<file path="config.mk">
export PLATFORM = sky130hd
export DESIGN_NAME = ring_meas_ctrl
export DESIGN_NICKNAME = d
export VERILOG_FILES = /design/src/rtl/ring_meas_ctrl.sv
export SDC_FILE = /design/constraint.sdc
export NUM_CORES = 1
export LEC_CHECK = 0
export BUFFER_PORTS_ARGS = -buffer_cell sky130_fd_sc_hd__buf_2
export CORE_MARGIN = 3
export CORE_UTILIZATION = 54
export CTS_CLUSTER_SIZE = 20
export DETAILED_ROUTE_END_ITERATION = 7
export PLACE_DENSITY = 0.8
export SLEW_MARGIN = 20
export SYNTH_ARGS = -nofsm -noshare
export SYNTH_HDL_FRONTEND = slang
export SYNTH_SLANG_ARGS = --single-unit
</file>
<file path="constraint.sdc">
create_clock -name clk -period 2.5 [get_ports clk]
set_input_delay 0.375 -clock clk [delete_from_list [all_inputs] [get_ports clk]]
set_output_delay 0.375 -clock clk [all_outputs]
set_load 0.03 [all_outputs]
</file>
<file path="src/rtl/ring_meas_ctrl.sv">
// Ring-oscillator measurement sequencer: clear, open count window, settle, capture, hand off.
// Optional RING_MEAS_AVG_EN averages 2^AVG_LOG2 passes per start (AVG_LOG2 must be >= 1 then).
module ring_meas_ctrl #(
  parameter int unsigned WINDOW   = 100,
  parameter int unsigned SETTLE   = 4,
  parameter int unsigned CLR_CYC  = 2,
  parameter int unsigned AVG_LOG2 = 2
) (
  input  logic        clk,
  input  logic        rst_n,
  input  logic        start,
  input  logic [15:0] count_in,
  output logic        ring_en,
  output logic        cnt_clr,
  output logic [15:0] result,
  output logic        result_valid,
  input  logic        result_ready,
  output logic        busy,
  output logic        overflow
);

  typedef enum logic [2:0] {StIdle, StClear, StWindow, StSettle, StHold} state_e;

  state_e      state_q, state_d;
  logic [15:0] timer_q, timer_d;
  logic [15:0] result_q, result_d;
  logic        overflow_q, overflow_d;
  logic        ring_en_q, cnt_clr_q, valid_q, busy_q;

`ifdef RING_MEAS_AVG_EN
  localparam int unsigned AccW = 16 + AVG_LOG2;
  logic [AccW-1:0]     acc_q, acc_d, acc_sum;
  logic [AVG_LOG2-1:0] pass_q, pass_d;
`endif

  always_comb begin
    state_d    = state_q;
    timer_d    = timer_q;
    result_d   = result_q;
    overflow_d = overflow_q;
`ifdef RING_MEAS_AVG_EN
    acc_d      = acc_q;
    pass_d     = pass_q;
    acc_sum    = acc_q + AccW'(count_in);
`endif
    unique case (state_q)
      StIdle: begin
        if (start) begin
          state_d    = StClear;
          timer_d    = '0;
          overflow_d = 1'b0;
`ifdef RING_MEAS_AVG_EN
          acc_d      = '0;
          pass_d     = '0;
`endif
        end
      end
      StClear: begin
        if (timer_q == 16'(CLR_CYC - 1)) begin
          state_d = StWindow;
          timer_d = '0;
        end else begin
          timer_d = timer_q + 16'd1;
        end
      end
      StWindow: begin
        if (timer_q == 16'(WINDOW - 1)) begin
          state_d = StSettle;
          timer_d = '0;
        end else begin
          timer_d = timer_q + 16'd1;
        end
      end
      StSettle: begin
        if (timer_q == 16'(SETTLE - 1)) begin
          timer_d = '0;
          if (count_in == 16'hFFFF) overflow_d = 1'b1;
`ifdef RING_MEAS_AVG_EN
          acc_d  = acc_sum;
          pass_d = pass_q + AVG_LOG2'(1);
          // All-ones pass index marks the final pass of the averaging loop.
          if (&pass_q) begin
            state_d  = StHold;
            result_d = acc_sum[AccW-1:AVG_LOG2];
          end else begin
            state_d = StClear;
          end
`else
          state_d  = StHold;
          result_d = count_in;
`endif
        end else begin
          timer_d = timer_q + 16'd1;
        end
      end
      StHold: begin
        if (result_ready) state_d = StIdle;
      end
      default: state_d = StIdle;
    endcase
  end

  // Outputs are decoded from the next state so they come straight out of flops.
  always_ff @(posedge clk or negedge rst_n) begin
    if (!rst_n) begin
      state_q    <= StIdle;
      timer_q    <= '0;
      result_q   <= '0;
      overflow_q <= 1'b0;
      ring_en_q  <= 1'b0;
      cnt_clr_q  <= 1'b0;
      valid_q    <= 1'b0;
      busy_q     <= 1'b0;
    end else begin
      state_q    <= state_d;
      timer_q    <= timer_d;
      result_q   <= result_d;
      overflow_q <= overflow_d;
      ring_en_q  <= (state_d == StWindow);
      cnt_clr_q  <= (state_d == StClear);
      valid_q    <= (state_d == StHold);
      busy_q     <= (state_d != StIdle);
    end
  end

`ifdef RING_MEAS_AVG_EN
  always_ff @(posedge clk or negedge rst_n) begin
    if (!rst_n) begin
      acc_q  <= '0;
      pass_q <= '0;
    end else begin
      acc_q  <= acc_d;
      pass_q <= pass_d;
    end
  end
`endif

  assign ring_en      = ring_en_q;
  assign cnt_clr      = cnt_clr_q;
  assign result       = result_q;
  assign result_valid = valid_q;
  assign busy         = busy_q;
  assign overflow     = overflow_q;

endmodule
</file>
==> impl_results.md, run 1 <==
* Fin util at 68.96%
* Syn_nets at 210
* GRT overflow at 0
* Drt first pass iters at 4
* Post-synth EDFFs at 0
* Reg-to-Reg Start: timer_q[13]
* Crit path kind: reg -> reg
* Total track usage at 21.83%
* Synth top area share at 50.16%
* H-Tree Depth at 2
* Area growth syn-to-layout at 18.93%
* VDD IR max at 0.6459 mV
* DRC violations left at 0
* Mean post-synth cell area at 10.62 sq um
* I/O Buffers at 40
* Cells after Synth at 188
* Nets at 254
* Yosys warning count at 0
* #FFs+latches synth at 40
* Sw Pwr at 1224 uW
* RSZ-0062 raised after global routing: no
* Post-synth top area cell: dfrtp_1
* Register area at 0.001001 sq mm
* Critical Path RT at 2670 ps
* Via count at 1642
* Clock group share of total power at 17.7%
* 1st-iter DRT viols at 119
* PD cells at 1211 mW/mm^2
* Slew Limit Headroom at 43.56%
* Combinational power share at 48.0%
* DR WL/cell at 15.18 microns
* Final Hold Vio Count at 0
* Worst-Skew Late Latency at 290 ps
* Initial core utilization at 57.98%
* Clock tree root buffer cell: clkbuf_8
* IO Pins at 41
* Via/cell ratio at 5.885
* Wire length of the first global-routing pass at 7.293 mm
* Die H at 66.79 microns
* Final worst path period need at 2129 ps
* Multi-input logic area at 947.2 sq um
* Clk buf depth at 2
* Area contributors post-synth: dfrtp_1, mux2_1, nor3_1
* Max Fclk at 469.8 MHz
* Distinct cells, synth at 44
* Actual slew at the worst max-slew pin at 846.5 ps
* Clock sink count at 40
* Critical Path Sink Type: register
* Min-delay worst type: in -> async
* Ant diodes at 0
* Skew final at 2.839 ps
* Final setup violation count at 0
* Final Cycle Share at 85.15%
* Max Transition Viols Final at 0
* Layout cell share with drive strength beyond 1 at 27.90%
* Layout Cells excl Fill at 279
* Reg clk slew, reported paths at 70 ps
* Reg2reg path depth at 7
* Post-synthesis sequential area ratio at 50.16%
* Outcome: finished, final reports clean
* P_leak at 0.001091 uW
* CP startpoint kind: register
* Async set-reset flop share out of synthesis at 100.0%
* Initial antenna violation count at 0
* Core footprint at 0.003442 sq mm
* Detailed placement HPWL at 3.179 mm
* Ys flop type: dfrtp_1
* WL final at 4.234 mm
* Sequential share of power at 34.2%
* Setup TNS at 0 ps
* Routed Antenna Nets at 0
* Vias in the first global route at 1513
* Flop-to-flop setup slack at 370 ps
* DIE AREA at 0.004461 sq mm
* Number of max-cap violations at 0
* Crit-path max FO at 9
* Die Wd at 66.79 microns
* Largest net degree at the start of global routing at 41
* Fillers at 264
* Num CTS Buffers at 5
* Setup bufs post-CTS at 0
* Arr. time, crit path at 2300 ps
* Post-Syn Area at 0.001996 sq mm
* FP Rows at 21
* CTS tree: built
* FF-to-FF End: timer_q[7]
* Final GP Congestion at 0.8238
* Pint at 1650 uW
* Switching part of the total at 42.59%
* Dpl cells at 271
## layout by cell type (no fill, tap or decap), types with 7 or more instances in the layout
| cell | n |
|---|---|
| nor3_1 | 14 |
| mux2_1 | 16 |
| nand4_1 | 9 |
| o21ai_0 | 14 |
| nand3_1 | 8 |
| dfrtp_1 | 40 |
| buf_2 | 40 |
| buf_4 | 7 |
| nor2_1 | 7 |
| nand2_1 | 12 |
## worst max path at each step
stage	cells after the start	end	slack, ps	from
global route	7	timer_q[8]	170	timer_q[9]
floorplan	6	result[10]	510	timer_q[0]
detailed placement	7	timer_q[7]	330	timer_q[0]
CTS	7	timer_q[7]	290	timer_q[0]
finish	7	timer_q[7]	370	timer_q[13]
global placement	5	busy	410	timer_q[0]
## per-stage QoR
stage | setup WS (ps) | cell area, sq um | hold WS [ps] | power [uW]
floorplan | 505.8 | 1996 | 79.41 | 1921
global placement | 415.0 | 2261 | 462.4 | 2343
detailed placement | 328.1 | 2261 | 473.9 | 2382
CTS | 290.9 | 2369 | 214.2 | 2892
global route | 170.4 | 2374 | 259.2 | 3075
finish | 371.3 | 2374 | 184.2 | 2874
## layer usage
metal  share of wire, %  up-vias  track usage (%)
li1                   -      801                -
met1                 47      801            31.05
met2                 47       35            32.43
met3                5.1        5            6.745
met4                1.1        0            5.330
met5                  0        -                0
## cells by family after synthesis
logic type	count (synthesis)	share of synthesized area, %
AND/OR/NAND/NOR	75	22.95
AO/OA/AOI/OAI	41	12.98
flip-flops	40	50.16
multiplexers	18	10.03
buffers and inverters	12	2.633
adder cells (fa/ha/maj)	2	1.254
## power by group through the flow
stage          Clock, uW  Sequential [uW]  Combinational, uW
2_1_floorplan          0             1280                642
5_1_grt              553             1020               1500
3_3_place_gp           0              985               1360
6_report             509              984               1380
3_5_place_dp           0             1000               1380
4_1_cts              520              987               1380
## worst max-delay path, stage by stage, from the launching register on
cell     delay (ps)
dfrtp_1         480
nor4_4          360
and3_1          300
a21oi_2         150
buf_4           190
nor3_1          230
buf_4           200
o21ai_0          90
## repair_timing
action	in CTS	in global routing
setup endpoints to repair	0	1
hold endpoints to repair	0	0
hold buffers	0	0
resized for setup	0	1
## registers in the layout, summed over array words and instances, names as in the netlist
register / count
busy: 1
cnt_clr: 1
overflow: 1
result: 16
result_valid: 1
ring_en: 1
state_q: 3
timer_q: 16
## final cells by class
type                    count  area share, %
clock inverters             2          1.476
inverters                   2         0.3163
multi-input cells         136          39.91
repair buffers             47          10.65
well taps                  46          2.425
clock buffers               6          3.057
flip-flops and latches     40          42.17
## synthesized netlist by cell type, types with 3 or more instances
cell type,n
dfrtp_1,40
mux2_1,16
nor3_1,14
o21ai_0,14
nand2_1,12
nand4_1,9
nand3_1,8
nor2_1,7
clkbuf_1,6
o21ai_1,5
o22ai_1,5
and3_1,3
buf_2,3
nand2b_1,3
o31ai_1,3
or2_2,3
Power figures use the tool's default switching activity.
==> run 2, diff against run 1 <==
HOLD_SLACK_MARGIN = 0.1   (was not set)
RECOVER_POWER = 50   (was not set)
==> run 2 against run 1 <==
The flow now finishes with violations (capacitance limit, slew limit). Critical path depth stayed put. Maximum frequency is 0.22% higher. Flip-flop and latch count is the same. Final cell count unchanged. Die area stayed put. Clock power barely moved. Total power is 0.67% lower. Setup slack better by 4.7 ps. Global-route usage unchanged. First-iteration DRC count shrank 0.84%. Clock skew hardly changed. Via count is 0.24% higher. Critical endpoint unchanged. Largest cell class unchanged.
==> impl_results.md, run 2 (synthesis results as in run 1) <==
* Flop-to-flop setup slack at 380 ps
* Layout cell share with drive strength beyond 1 at 23.18%
* Pint at 1629 uW
* Detailed placement HPWL at 3.179 mm
* Ant diodes at 0
* Reg2reg path depth at 7
* CP Capture Point: timer_q[7]
* Sequential share of power at 34.6%
* Num CTS Buffers at 5
* Final setup violation count at 0
* Sw Pwr at 1226 uW
* Post-layout power at 2855 uW
* Hold_ws at 312.9 ps
* VDD IR max at 0.6452 mV
* FP Rows at 21
* FF-to-FF End: timer_q[7]
* Clk buf depth at 2
* Final GP Congestion at 0.8238
* P_leak at 0.001053 uW
* Largest net degree at the start of global routing at 41
* Dpl cells at 271
* I/O Buffers at 40
* PD cells at 1210 mW/mm^2
* Crit-path max FO at 9
* Vias in the first global route at 1513
* WP buf/inv at 2
* Crit path kind: reg -> reg
* CP delay by family, top: simple AND/OR/NAND/NOR gates
* Via/cell ratio at 5.900
* Skew final at 2.862 ps
* IO Pins at 41
* Min-delay worst type: in -> reg
* Worst-Skew Late Latency at 290 ps
* Via count at 1646
* Max Transition Viols Final at 41
* WL final at 4.233 mm
* Wire length of the first global-routing pass at 7.293 mm
* Initial core utilization at 57.98%
* Initial antenna violation count at 0
* Max Fclk at 470.8 MHz
* Reg-to-Reg Start: timer_q[13]
* Max stage delay on crit path at 480 ps
* DR WL/cell at 15.17 microns
* Worst path depth at 7
* Area growth syn-to-layout at 18.24%
* CTS tree: built
* DRC violations left at 0
* RSZ-0062 raised after global routing: no
* Failing checks: capacitance limit, slew limit
* Total track usage at 21.83%
* Drt first pass iters at 4
* Final worst path period need at 2124 ps
* Actual slew at the worst max-slew pin at 2023 ps
* Die H at 66.79 microns
* Routed Antenna Nets at 0
* Critical Path Sink Type: register
* Layout Cells excl Fill at 279
* Critical Path RT at 2670 ps
* Slowest CP cell: dfrtp_1
* CP startpoint kind: register
* Number of max-cap violations at 1
* Clock group share of total power at 17.8%
* Clock tree root buffer cell: clkbuf_8
* H-Tree Depth at 2
* Reg clk slew, reported paths at 70 ps
* Final Hold Vio Count at 0
* Setup TNS at 0 ps
* GRT overflow at 0
* Most used cell, CP: buf_4
* Crit path cell chain: nor4_4, and3_1, a21oi_2, buf_4, nor3_1, buf_4, o21ai_0
* Most frequent cells in the layout: dfrtp_1, buf_2, mux2_1
* Combinational power share at 47.6%
* Outcome: finished, violations left
* Switching part of the total at 42.94%
* DIE AREA at 0.004461 sq mm
* Final Cycle Share at 84.96%
* Nets at 254
* Setup crit start: timer_q[13]
* Clock sink count at 40
* Core footprint at 0.003442 sq mm
* Die Wd at 66.79 microns
* Slew Limit Headroom at -34.86%
* 1st-iter DRT viols at 118
* Arr. time, crit path at 2290 ps
* Commonest non-fill, non-tap cell in the layout: dfrtp_1
## run 2: cell types whose count changed in the layout (fill, tap and decap cells not counted), sizes merged
| cell | before | now |
|---|---|---|
| buf | 47 | 36 |
| clkbuf | 6 | 17 |
## run 2: worst min-delay path by stage
| stage | start | to | slack (ps) | cells after the start |
|---|---|---|---|---|
| floorplan | rst_n | busy | 80 | 0 |
| global placement | result[10] | result[10] | 460 | 1 |
| detailed placement | result[10] | result[10] | 470 | 1 |
| CTS | rst_n | result[9] | 210 | 1 |
| global route | count_in[8] | result[8] | 300 | 2 |
| finish | count_in[5] | result[5] | 310 | 2 |
## run 2: final cells by class
type | instances | area [sq um]
multi-input cells | 136 | 947.2
clock buffers | 6 | 72.57
fillers | 264 | 1082
repair buffers | 47 | 239.0
clock inverters | 2 | 35.03
well taps | 46 | 57.56
inverters | 2 | 7.507
flip-flops and latches | 40 | 1001
## run 2: worst reg2reg max path, delay by kind of cell (launching register included)
kind	cells	cell delay, ps
compound gates	2	240
buf+inv	2	390
simple gates	3	890
flops	1	480
## run 2: power by group through the flow
stage | sequential (uW) | clock (uW) | combinational [uW]
floorplan | 1280 | 0 | 642
global placement | 985 | 0 | 1360
detailed placement | 1000 | 0 | 1380
CTS | 987 | 520 | 1380
global route | 1020 | 553 | 1480
finish | 987 | 509 | 1360
## run 2: repair_timing
| item | CTS | global route |
|---|---|---|
| gates resized for setup | 0 | 1 |
| setup endpoints to repair | 0 | 1 |
| buffers inserted | 0 | 0 |
| hold buffers | 0 | 0 |
## run 2: metal layers
layer	vias up	track usage [%]	wire, microns
met1	800	31.05	1966
li1	802	-	-
met5	-	0	0
met2	39	32.43	1975
met3	5	6.745	244
met4	0	5.330	46
## run 2: stage by stage
| step | instance area (sq um) | setup slack [ps] | util [%] |
|---|---|---|---|
| floorplan | 1996 | 505.8 | - |
| global placement | 2261 | 415.0 | 65.69 |
| detailed placement | 2261 | 328.1 | 65.69 |
| CTS | 2369 | 290.9 | 68.81 |
| global route | 2360 | 170.4 | 68.56 |
| finish | 2360 | 376.1 | 68.56 |
